## config.mk

```make
export PLATFORM = sky130hd
export DESIGN_NAME = wshb_arbiter
export DESIGN_NICKNAME = d
export VERILOG_FILES = /design/src/rtl/wshb_arbiter.sv
export SDC_FILE = /design/constraint.sdc
export NUM_CORES = 1
export LEC_CHECK = 0
export CAP_MARGIN = 5
export CELL_PAD_IN_SITES_DETAIL_PLACEMENT = 0
export CELL_PAD_IN_SITES_GLOBAL_PLACEMENT = 1
export CORE_AREA = 2 2 127 129
export DETAILED_ROUTE_END_ITERATION = 10
export DIE_AREA = 0 0 129 131
export PLACE_DENSITY_LB_ADDON = 0.1
export SYNTH_ARGS = -nofsm -noshare
export SYNTH_HDL_FRONTEND = slang
export SYNTH_SLANG_ARGS = --single-unit
export TNS_END_PERCENT = 20
```

## constraint.sdc

```tcl
create_clock -name sys_clk -period 3 [get_ports sys_clk]
set_clock_uncertainty 0.1 [all_clocks]
set_input_delay 0.6 -clock sys_clk [delete_from_list [all_inputs] [get_ports sys_clk]]
set_output_delay 0.6 -clock sys_clk [all_outputs]
set_load 0.01 [all_outputs]
```

## src/rtl/wshb_arbiter.sv

```systemverilog
// Two-master, one-slave classic Wishbone arbiter with round-robin grant,
// a mandatory idle cycle between owners and optional hold-limit preemption.
module wshb_arbiter #(
  parameter int DATA_BYTES = 4,
  parameter int ADDR_W     = 32,
  parameter int MAX_HOLD   = 0
) (
  input  logic                    sys_clk,
  input  logic                    sys_rst_n,

  input  logic                    m0_cyc,
  input  logic                    m0_stb,
  input  logic                    m0_we,
  input  logic [ADDR_W-1:0]       m0_adr,
  input  logic [8*DATA_BYTES-1:0] m0_dat_ms,
  input  logic [DATA_BYTES-1:0]   m0_sel,
  output logic                    m0_ack,
  output logic                    m0_err,
  output logic                    m0_rty,
  output logic [8*DATA_BYTES-1:0] m0_dat_sm,

  input  logic                    m1_cyc,
  input  logic                    m1_stb,
  input  logic                    m1_we,
  input  logic [ADDR_W-1:0]       m1_adr,
  input  logic [8*DATA_BYTES-1:0] m1_dat_ms,
  input  logic [DATA_BYTES-1:0]   m1_sel,
  output logic                    m1_ack,
  output logic                    m1_err,
  output logic                    m1_rty,
  output logic [8*DATA_BYTES-1:0] m1_dat_sm,

  output logic                    s_cyc,
  output logic                    s_stb,
  output logic                    s_we,
  output logic [ADDR_W-1:0]       s_adr,
  output logic [8*DATA_BYTES-1:0] s_dat_ms,
  output logic [DATA_BYTES-1:0]   s_sel,
  input  logic                    s_ack,
  input  logic                    s_err,
  input  logic                    s_rty,
  input  logic [8*DATA_BYTES-1:0] s_dat_sm,

  output logic [1:0]              grant
);

  localparam int HOLD_W = (MAX_HOLD > 0) ? $clog2(MAX_HOLD + 1) : 1;

  typedef enum logic [1:0] {IDLE, OWN0, OWN1} state_t;

  state_t              state_q, state_d;
  logic                last_owner_q, last_owner_d;  // 1 = M1 owned last
  logic [HOLD_W-1:0]   hold_cnt_q, hold_cnt_d;
  logic                term;
  logic                hold_hit;

  assign term     = s_ack | s_err | s_rty;
  assign hold_hit = (MAX_HOLD > 0) && (int'(hold_cnt_q) >= MAX_HOLD);

  always_ff @(posedge sys_clk or negedge sys_rst_n) begin
    if (!sys_rst_n) begin
      state_q      <= IDLE;
      last_owner_q <= 1'b1;
      hold_cnt_q   <= '0;
    end else begin
      state_q      <= state_d;
      last_owner_q <= last_owner_d;
      hold_cnt_q   <= hold_cnt_d;
    end
  end

  // Preemption only fires at a transfer boundary: no strobe, or a termination this cycle.
  always_comb begin
    state_d      = state_q;
    last_owner_d = last_owner_q;
    hold_cnt_d   = hold_cnt_q;
    if ((state_q == OWN0 || state_q == OWN1) && int'(hold_cnt_q) < MAX_HOLD)
      hold_cnt_d = hold_cnt_q + HOLD_W'(1);
    unique case (state_q)
      IDLE: begin
        if (m0_cyc && (!m1_cyc || last_owner_q)) begin
          state_d      = OWN0;
          last_owner_d = 1'b0;
          hold_cnt_d   = '0;
        end else if (m1_cyc) begin
          state_d      = OWN1;
          last_owner_d = 1'b1;
          hold_cnt_d   = '0;
        end
      end
      OWN0: begin
        if (!m0_cyc || (hold_hit && m1_cyc && (!m0_stb || term)))
          state_d = IDLE;
      end
      OWN1: begin
        if (!m1_cyc || (hold_hit && m0_cyc && (!m1_stb || term)))
          state_d = IDLE;
      end
      default: state_d = IDLE;
    endcase
  end

  always_comb begin
    s_cyc    = 1'b0;
    s_stb    = 1'b0;
    s_we     = 1'b0;
    s_adr    = '0;
    s_dat_ms = '0;
    s_sel    = '0;
    m0_ack   = 1'b0;
    m0_err   = 1'b0;
    m0_rty   = 1'b0;
    m1_ack   = 1'b0;
    m1_err   = 1'b0;
    m1_rty   = 1'b0;
    grant    = 2'b00;
    unique case (state_q)
      OWN0: begin
        s_cyc    = m0_cyc;
        s_stb    = m0_stb;
        s_we     = m0_we;
        s_adr    = m0_adr;
        s_dat_ms = m0_dat_ms;
        s_sel    = m0_sel;
        m0_ack   = s_ack;
        m0_err   = s_err;
        m0_rty   = s_rty;
        grant    = 2'b01;
      end
      OWN1: begin
        s_cyc    = m1_cyc;
        s_stb    = m1_stb;
        s_we     = m1_we;
        s_adr    = m1_adr;
        s_dat_ms = m1_dat_ms;
        s_sel    = m1_sel;
        m1_ack   = s_ack;
        m1_err   = s_err;
        m1_rty   = s_rty;
        grant    = 2'b10;
      end
      default: ;
    endcase
  end

  assign m0_dat_sm = s_dat_sm;
  assign m1_dat_sm = s_dat_sm;

endmodule
```

Yosys cells after proc, flatten, opt, wreduce, memory -nomap -nowiden
Index checks and enable logic that the tools add are counted.

storage, ports and cells
  register bits = 3
  word-level logic and storage cells = 34

cells by class
  muxes and demuxes = 20
  reduce and logical (&&, ||, !) cells = 7
  eq/ne operators = 5

operators with widths
  cell                                           count
  one-hot mux 32 bit (2 select lines)            2
  two-way mux 1 bit                              8
  two-way mux 2 bit                              4
  one-hot mux 4 bit (2 select lines)             1
  one-hot mux 1 bit (2 select lines)             3
  one-hot mux 2 bit (3 select lines)             1
  inequality test 2 bit, second input constant   2
  one-hot mux 2 bit (2 select lines)             1
  inequality test 3 bit, second input constant   1
  AND reduction 3 bit                            1
  == test 2 x 1 -> 1 bit, second input constant  1
  == test 2 bit, second input constant           1
  logical NOT 2 bit                              1
  AND reduction 2 bit                            1
  nonzero test 2 bit                             1
  logical AND 1 bit                              1
  logical NOT 1 bit                              1
  logical OR 1 bit                               1

Longest topological paths before layout
Gate-level depths: netlist (run 1).

  depth after elaboration = 5
  depth in mapped cells = 6

Worst setup path after synthesis (run 1)
Ideal clock, no wire load.

  path type = register to output
  from = reg state_q[1]
  to = out s_adr[15]
  path slack = 998 ps
  arrival = 1302 ps
  cell stages (with the launch flop) = 7
  required time = 2300 ps
  cell sequence = dfrtp_1 inv_1 ha_1 buf_4 buf_2 a22oi_1 nor2b_1

on the way
  word-level cells in the longest chain between the ends = 2
  elaborated cells between the ends (all ways) = 3
  classes of those cells = eq/ne: 2; mux: 1

RTL lines
  element                                                  line  text
  start, declared                                          51    state_t state_q, state_d;
  start signal, assigned                                   66    state_q <= state_d;
  == test 2 bit or == test 2 x 1 -> 1 bit (tied branches)  117   unique case (state_q)
  one-hot mux 32 bit (2 select lines) *                    117
  end, declared                                            36    output logic [ADDR_W-1:0] s_adr,

Mark *: on every way between the ends. The rest lies on a longest branch, timed or not.

Worst setup path in the final report (run 1)
  from = reg state_q[1]
  to = out s_adr[12]

Same word-level chain as after synthesis.

==> results.md, run 1 <==
- The total area inside the core boundary comes to around 16000 um2.
- In this run, synthesis inferred 0 flip-flops with an integrated enable.
- At the end of routability-driven placement, the weighted congestion stood at 0.682.
- The area added between synthesis and finish is 113%.
- The buffer cell driving the clock tree root is clkbuf_16.
- Synthesis instantiated 21 different standard cells from the library.
- The worst-case vdd ir drop is ~0.00034 V.
- After detailed routing, the number of vias per cell comes to 3.73.
- In this run, CTS created clock tree buffers numbering 3.
- Pin placement for this block handled 322 I/O pins.
- The count of pins over their slew limit came to 0.
- After clock tree synthesis, the repair step resized 0 gates.
- The largest driver fanout on the critical path is 46.
- STA puts the critical path data required time at 2.30 ns.
- Summed over all cells, the static leakage comes to approximately 0.0013 uW.
- For this run, design rule violations remaining after detail routing come to 0.
- The number of maximum-capacitance violations is 0.
- Among all flip-flop cells after synthesis, the most frequent one is dfrtp_1.
- The share of total power dissipated in combinational logic is 0.887.
- The average instance area after synthesis is roughly 7.3 um2.
- The number of setup violations in the final report is 0.
- The first global-routing pass estimated between 10 and 15 mm of wire.
- For this design the ratio of total power to cell area is 666 nW/um2.
- The share of flip-flops with an asynchronous set or reset after synthesis is 1.00.
- For the pin with the worst max-slew slack, the measured transition is 0.268 ns.
- The global routing usage summed across all routing layers is 0.0933.
- For this run, the register share of the synthesized area comes to 0.0411.
- STA puts the critical path data arrival time at around 2.2 ns.
- The final layout contains routed wiring with a total length of slightly below 9 mm.
- Of the total power, the clock network draws 0.081.
- The internal power is 1540 uW.
- After routing the design area is slightly below 4000 um2.
- Measured against its own limit, the worst slew margin works out to 0.821.
- The number of antenna violations at the first check in global routing is 0.
- Row generation in the floorplan step produced 46 rows.
- The initial detailed-routing violation count is between 70 and 80.
- The type of the worst setup path is reg -> out.
- The total grt overflow is 0.
- TritonCTS built the clock tree.
- The highest achievable clock rate is 0.351 GHz.
- Counting every net in the synthesized netlist gives 439.
- The worst hold path belongs to the class in -> async.
- The hold buffer count at CTS is 0.
- The critical path goes through inv_1 -> ha_2 -> buf_12 -> a22oi_1 -> nor2b_1 -> clkdlybuf4s50_1.
- Hold is met by 0.457 ns.
- Clock tree synthesis found a total of 3 sinks.
- Setup repair after global routing left no endpoint under its margin.
- After routing, the total negative slack on setup checks comes to 0 ns.
- The half-perimeter wire length after placement is 6.99 mm.
- The final antenna-violating net count is 0.
- The synthesized netlist occupies a cell area of 1860 um2.
- The number of warnings printed during yosys synthesis is 0.
- The vias after detailed routing is 2310.
- The final critical-path required period is ~2.8 ns.
- The count of port buffers added during placement is 225.
- The largest incremental delay on the critical path is between 0.5 and 0.6 ns.
- At the end of the flow, the number of nets in the layout was 588.
- In this run the vertical extent of the chip is 131 um.
- Dividing the detail-routed wire length by the instance count gives 14.3 um.
- After clock tree synthesis, the setup repair step added 0 buffers.
- The share of total power consumed by net switching is 0.416.
- The count of filler cells inserted in the layout is 1706.
- For this configuration, the core starts out at a cell density of 0.119.
- The number of global-route vias before repair is approximately 2200.
- For this design, the slowest cell found on the critical path is clkdlybuf4s50_1.
- Clock latency on the worst-skew pair, taken at its later pin, is 0.23 ns.
- The switching power of the nets is 1100 uW.
- The total cell area at the placement stage is 3870 um2.
- Counting every instance in the synthesized netlist gives 255.
- The clock passes through at most 2 buffers.
- The final period utilization is 0.949.
- The count of inserted antenna diode cells is 0.
- The final-report hold violation count is 0.
- In the final layout, the share of cells above drive strength 1 is 0.0372.
- The worst setup path is captured at an output pin.
- The chip width is 129 um.
- The die area is 16900 um2.
- The maximum level of the CTS H-tree is 1.
- The synthesized flop and latch total is 3.
- Entering global routing, the biggest net connects 47 pins.
- Of the total power, registers draw 0.032.
- The number of detailed-routing iterations run before antenna repair is 4.
- The flow ran to the end, and the final reports show no timing, DRC or antenna violations.
- The clock edge transition at the registers on the reported setup and hold paths is 0.03 ns.
- The kind of launch point of the worst setup path is a register.
## logic make-up (layout without fill, tap and decap cells)
family | Yosys count | count (layout) | share of synthesized area
DFF | 3 | 3 | 0.0411
and+or+nand+nor | 80 | 80 | 0.270
buffers and inverters | 90 | 238 | 0.334
AOI/OAI and AO/OA | 77 | 77 | 0.321
adders and majority gates | 5 | 5 | 0.0337
## placed cells by master, fill, tap and decap left out
| master | count |
|---|---|
| clkdlybuf4s50_1 | 225 |
| nor2b_1 | 71 |
| a22oi_1 | 70 |
| and2_1 | 6 |
| buf_12 | 4 |
| inv_1 | 3 |
| ha_2 | 3 |
| clkbuf_16 | 3 |
| ha_1 | 2 |
| dfrtp_1 | 2 |
| a22oi_4 | 1 |
| o2111ai_1 | 1 |
| nand3_1 | 1 |
| o211ai_1 | 1 |
| nand2b_1 | 1 |
| o21a_1 | 1 |
| nand4b_1 | 1 |
| o221ai_2 | 1 |
| a21oi_1 | 1 |
| a31oi_1 | 1 |
| clkbuf_1 | 1 |
| dfstp_2 | 1 |
| buf_6 | 1 |
| buf_4 | 1 |
## worst max-delay path: cells and delay by family, from the launching register on
kind	cells	cell delay [ns]
buffers and inverters	3	0.95
flip-flops	1	0.38
adder cells (fa/ha/maj)	1	0.25
AND/OR/NAND/NOR	1	0.17
AO/OA/AOI/OAI	1	0.13
## Yosys cell counts (2+ instances only)
master	number	share of area
nor2b_1	71	0.24
a22oi_1	70	0.28
buf_4	68	0.27
buf_2	9	0.024
clkbuf_1	8	0.016
and2_1	6	0.020
ha_1	5	0.034
inv_1	3	0.0061
buf_6	2	0.012
dfrtp_1	2	0.027
## path summary, 6_finish.rpt
| path | slack, ns | depth (start not counted) | endpoint | from |
|---|---|---|---|---|
| max | 0.15 | 6 | s_adr[12] | state_q[1]$_DFFE_PN0P_ |
| min | 0.46 | 1 | state_q[0]$_DFFE_PN0P_ | sys_rst_n |
| max reg2reg | 1.37 | 6 | state_q[0]$_DFFE_PN0P_ | state_q[1]$_DFFE_PN0P_ |
| min reg2reg | 0.46 | 2 | last_owner_q$_DFFE_PN1P_ | last_owner_q$_DFFE_PN1P_ |
| max in group asynchronous | 2.12 | 1 | last_owner_q$_DFFE_PN1P_ | sys_rst_n |
| min in group sys_clk | 0.46 | 2 | last_owner_q$_DFFE_PN1P_ | last_owner_q$_DFFE_PN1P_ |
## through the flow
step           setup WS [ns]  utilization  std cells  total power, uW
6_report               0.152        0.254        619             2630
3_5_place_dp           0.297        0.248        615             2460
5_1_grt               0.0159        0.254        619             2860
2_1_floorplan          0.998            -        255             1400
4_1_cts               0.0744        0.253        619             2690
3_3_place_gp           0.307        0.248        615             2490
## state kept, by name, indices dropped and copies added (netlist names)
register,flops
last_owner_q,1
state_q,2
## layout make-up
type,instances,area (um2),area share
repair buffers,231,2350,0.594
multi-input cells,162,1170,0.295
well taps,216,270,0.0683
clock buffers,4,78.8,0.0199
flip-flops and latches,3,76.3,0.0193
inverters,3,11.3,0.00285
## power groups by stage
stage	registers, uW	clock network [uW]	logic, uW
5_1_grt	86.2	225	2540
6_report	83.1	214	2340
3_5_place_dp	82.2	0	2380
2_1_floorplan	77.4	0	1320
4_1_cts	83.1	218	2390
3_3_place_gp	82.4	0	2410
## routing by layer
layer / track usage / wire length, um / vias to the layer above
met1: 0.0919 / 3000 / 1025
met4: 0.0332 / 187 / 0
met3: 0.0326 / 838 / 28
met2: 0.181 / 4800 / 124
met5: 0 / 0 / -
li1: - / - / 1133
(Power assumes the default switching activity.)
==> run 2: changes to the inputs <==
--- a/config.mk
+++ b/config.mk
@@ -11,7 +11,9 @@
 export CORE_AREA = 2 2 127 129
 export DETAILED_ROUTE_END_ITERATION = 10
 export DIE_AREA = 0 0 129 131
+export GPL_TIMING_DRIVEN = 0
 export PLACE_DENSITY_LB_ADDON = 0.1
+export SETUP_SLACK_MARGIN = 0.02
 export SYNTH_ARGS = -nofsm -noshare
 export SYNTH_HDL_FRONTEND = slang
 export SYNTH_SLANG_ARGS = --single-unit
==> run 2 against run 1 <==
  * Power increased by 10%
  * Sequential power increased by 3.0%
  * Clock-buffer cell count unchanged
  * Worst hold slack got worse by 0.0061 ns
  * First-iteration DRC count decreased by 34%
  * Final cell count increased by 23%
  * Flip-flop and latch count unchanged
  * Highest routed layer unchanged
==> results.md, run 2 (synthesis results as in run 1) <==
- The count of inserted antenna diode cells is 0 (unchanged).
- The count of filler cells inserted in the layout is 1665 (was 1706).
- The final design instance area without fill was 5150 um2 (was 3960 um2).
- The post-route setup TNS was 0 ns (unchanged).
- The CTS tree is done (unchanged).
- The kind of launch point of the worst setup path is a register (unchanged).
- The total grt overflow was 0 (unchanged).
- The total clock sinks is 3 (unchanged).
- The global routing usage summed across all routing layers is 0.112 (was 0.0933).
- The worst-case vdd ir drop is 0.000153 V (was 0.000345 V).
- The vias after detailed routing is 2908 (was 2310).
- The fraction of power consumed by combinational cells is 0.897 (was 0.887).
- The largest net degree at the start of global routing was 11 (was 47).
- The critical path data arrival time came to 2.14 ns (was 2.15 ns).
- The final-report hold violation count is 0 (unchanged).
- The number of vias per cell is 3.81 (was 3.73).
- The initial detailed-routing violation count was 49 (was 74).
- The count of port buffers added during placement is 289 (was 225).
- Unrepaired setup endpoints after global routing: true (was false).
- The clock insertion delay at the later pin of the skew report is 0.22 ns (was 0.23 ns).
- The final critical-path required period is 2.84 ns (was 2.85 ns).
- The height of the chip is 131 um (unchanged).
- The total power of the final layout was 2910 uW (was 2630 uW).
- The starting density of the core is 0.119 (unchanged).
- The worst setup slack after layout is 0.156 ns (was 0.152 ns).
- The kind of end point of the critical path is an output pin (unchanged).
- The buffer levels on the longest clock path is 2 (unchanged).
- The transition time at the pin with the least slew margin is 0.242 ns (was 0.268 ns).
- The top register by number of flip-flops is state_q (unchanged).
- The chip width was 129 um (unchanged).
- The number of buffers inserted during clock tree synthesis is 3 (unchanged).
- The internal power is 1710 uW (was 1540 uW).
- The flip-flop count of the largest register, all copies and words added was 2 (unchanged).
- The leakage dissipation was 0.00196 uW (was 0.00127 uW).
- The number of antenna violations at the first check in global routing is 0 (unchanged).
- The combined flip-flop and latch cell area is 76.3 um2 (unchanged).
- The core footprint is 15600 um2 (unchanged).
- The switching power of the nets was 1190 uW (was 1100 uW).
- The post-CTS repair timing setup buffer count came to 0 (unchanged).
- The average wire length per cell after detail routing is 14.0 um (was 14.3 um).
- The count of pins over their slew limit is 0 (unchanged).
- The placement-stage worst setup slack came to 0.0690 ns (was 0.297 ns).
- The clock edge transition at the registers on the reported setup and hold paths is 0.03 ns (about the same).
- The die area came to 16900 um2 (unchanged).
- The sequential cell fraction of total power was 0.029 (was 0.032).
- The number of global-route vias before repair is 2800 (was 2199).
- The total routed wirelength is 10.7 mm (was 8.83 mm).
- The largest driver fanout on the critical path was 10 (was 46).
- The fraction of final layout cells with drive strength greater than 1 is 0.175 (was 0.0372).
- The power density relative to cell area is 564 nW/um2 (was 666 nW/um2).
- The total DRC errors in the routed layout is 0 (unchanged).
- The number of nets at the end of the flow is 733 (was 588).
- The wire length of the first global-routing pass was 14.7 mm (was 12.1 mm).
- The final hold slack is 0.451 ns (was 0.457 ns).
- The required time of the worst setup path is 2.30 ns (about the same).
- The worst slew slack as a fraction of its limit is 0.838 (was 0.821).
- Outcome: finished, final reports clean (unchanged).
- The class of the worst hold path is reg -> reg (was in -> async).
- The clock share of power is 0.073 (was 0.081).
- The number of detailed-routing iterations run before antenna repair is 4 (unchanged).
- The commonest non-fill, non-tap cell in the layout is clkdlybuf4s50_1 (unchanged).
- The final period utilization came to 0.948 (was 0.949).
- The share of total power consumed by net switching is 0.410 (was 0.416).
- The area added between synthesis and finish is 178% (was 113%).
- The highest achievable clock rate was 0.352 GHz (was 0.351 GHz).
- The total cell area at the placement stage is 5020 um2 (was 3870 um2).
- The top-level I/O count was 322 (unchanged).
- The maximum level of the CTS H-tree came to 1 (unchanged).
- The number of maximum-capacitance violations is 0 (unchanged).
- The type of the worst setup path was reg -> out (unchanged).
- The number of setup violations in the final report is 0 (unchanged).
- Largest regs: state_q: 2 flops, last_owner_q: 1 flops (unchanged).
- The number of core rows is 46 (unchanged).
- The multi-input gate area in the final layout is 1170 um2 (about the same).
- The buffer cell driving the clock tree root is clkbuf_16 (unchanged).
- Most used cells in the layout excluding fill and tap cells: 286 x clkdlybuf4s50_1, 73 x buf_4, 71 x nor2b_1, 70 x a22oi_1, 8 x clkbuf_2 (was 225 x clkdlybuf4s50_1, 71 x nor2b_1, 70 x a22oi_1, 6 x and2_1, 4 x buf_12).
- The final antenna-violating net count came to 0 (unchanged).
- The half-perimeter wire length after placement is 9.05 mm (was 6.99 mm).
- The routability-driven placement congestion ratio is 0.702 (was 0.682).
==> run 2: cell count changes in the layout (fill, tap and decap cells not counted), sizes merged <==
cell	before	now
clkbuf	4	12
clkdlybuf4s50	225	286
buf	6	79
dlymetal6s2s	0	3
==> run 2: repair_timing <==
action / CTS / global route
resized for setup: 16 / 8
hold buffers: 0 / 0
setup endpoints to repair: 70 / 71
==> run 2: final timing paths <==
check                                         start                        to  slack, ns  cells past startpoint
setup / recovery             state_q[0]$_DFFE_PN0P_               s_dat_ms[5]       0.16                      7
hold / removal             last_owner_q$_DFFE_PN1P_  last_owner_q$_DFFE_PN1P_       0.45                      2
setup reg to reg             state_q[0]$_DFFE_PN0P_    state_q[0]$_DFFE_PN0P_       1.40                      6
hold reg to reg            last_owner_q$_DFFE_PN1P_  last_owner_q$_DFFE_PN1P_       0.45                      2
max in group asynchronous                 sys_rst_n  last_owner_q$_DFFE_PN1P_       2.12                      1
min in group asynchronous                 sys_rst_n    state_q[0]$_DFFE_PN0P_       0.46                      1
==> run 2: critical path, cell delays in order, from the launching register on <==
cell and delay [ns]:
dfrtp_1 0.42, inv_2 0.13, ha_1 0.21, buf_6 0.19, buf_4 0.20, a22oi_1 0.08
nor2b_1 0.12, clkdlybuf4s50_1 0.57
==> run 2: layer usage <==
layer | part of all wire | vias up | global-route usage
li1 | - | 1422 | -
met1 | 0.35 | 1307 | 0.116
met2 | 0.54 | 175 | 0.220
met3 | 0.10 | 4 | 0.0383
met4 | 0.0053 | 0 | 0.0198
met5 | 0 | - | 0
==> run 2: layout make-up <==
type / instances / area share
inverters: 3 / 0.00218
repair buffers: 289 / 0.563
multi-input cells: 162 / 0.228
clock buffers: 4 / 0.0153
plain buffers: 87 / 0.125
well taps: 216 / 0.0524
flip-flops and latches: 3 / 0.0148
==> run 2: through the flow <==
step	std cells	utilization
detailed placement	760	0.322
CTS	764	0.329
global placement	760	0.322
floorplan	255	-
global route	764	0.330
finish	764	0.330
==> run 2: power by group through the flow <==
stage | clock [uW] | combinational [uW] | sequential (uW)
CTS | 219 | 2650 | 83.9
detailed placement | 0 | 2590 | 82.4
global route | 222 | 2850 | 88.8
floorplan | 0 | 1320 | 77.4
finish | 213 | 2610 | 85.6
global placement | 0 | 2580 | 84.0
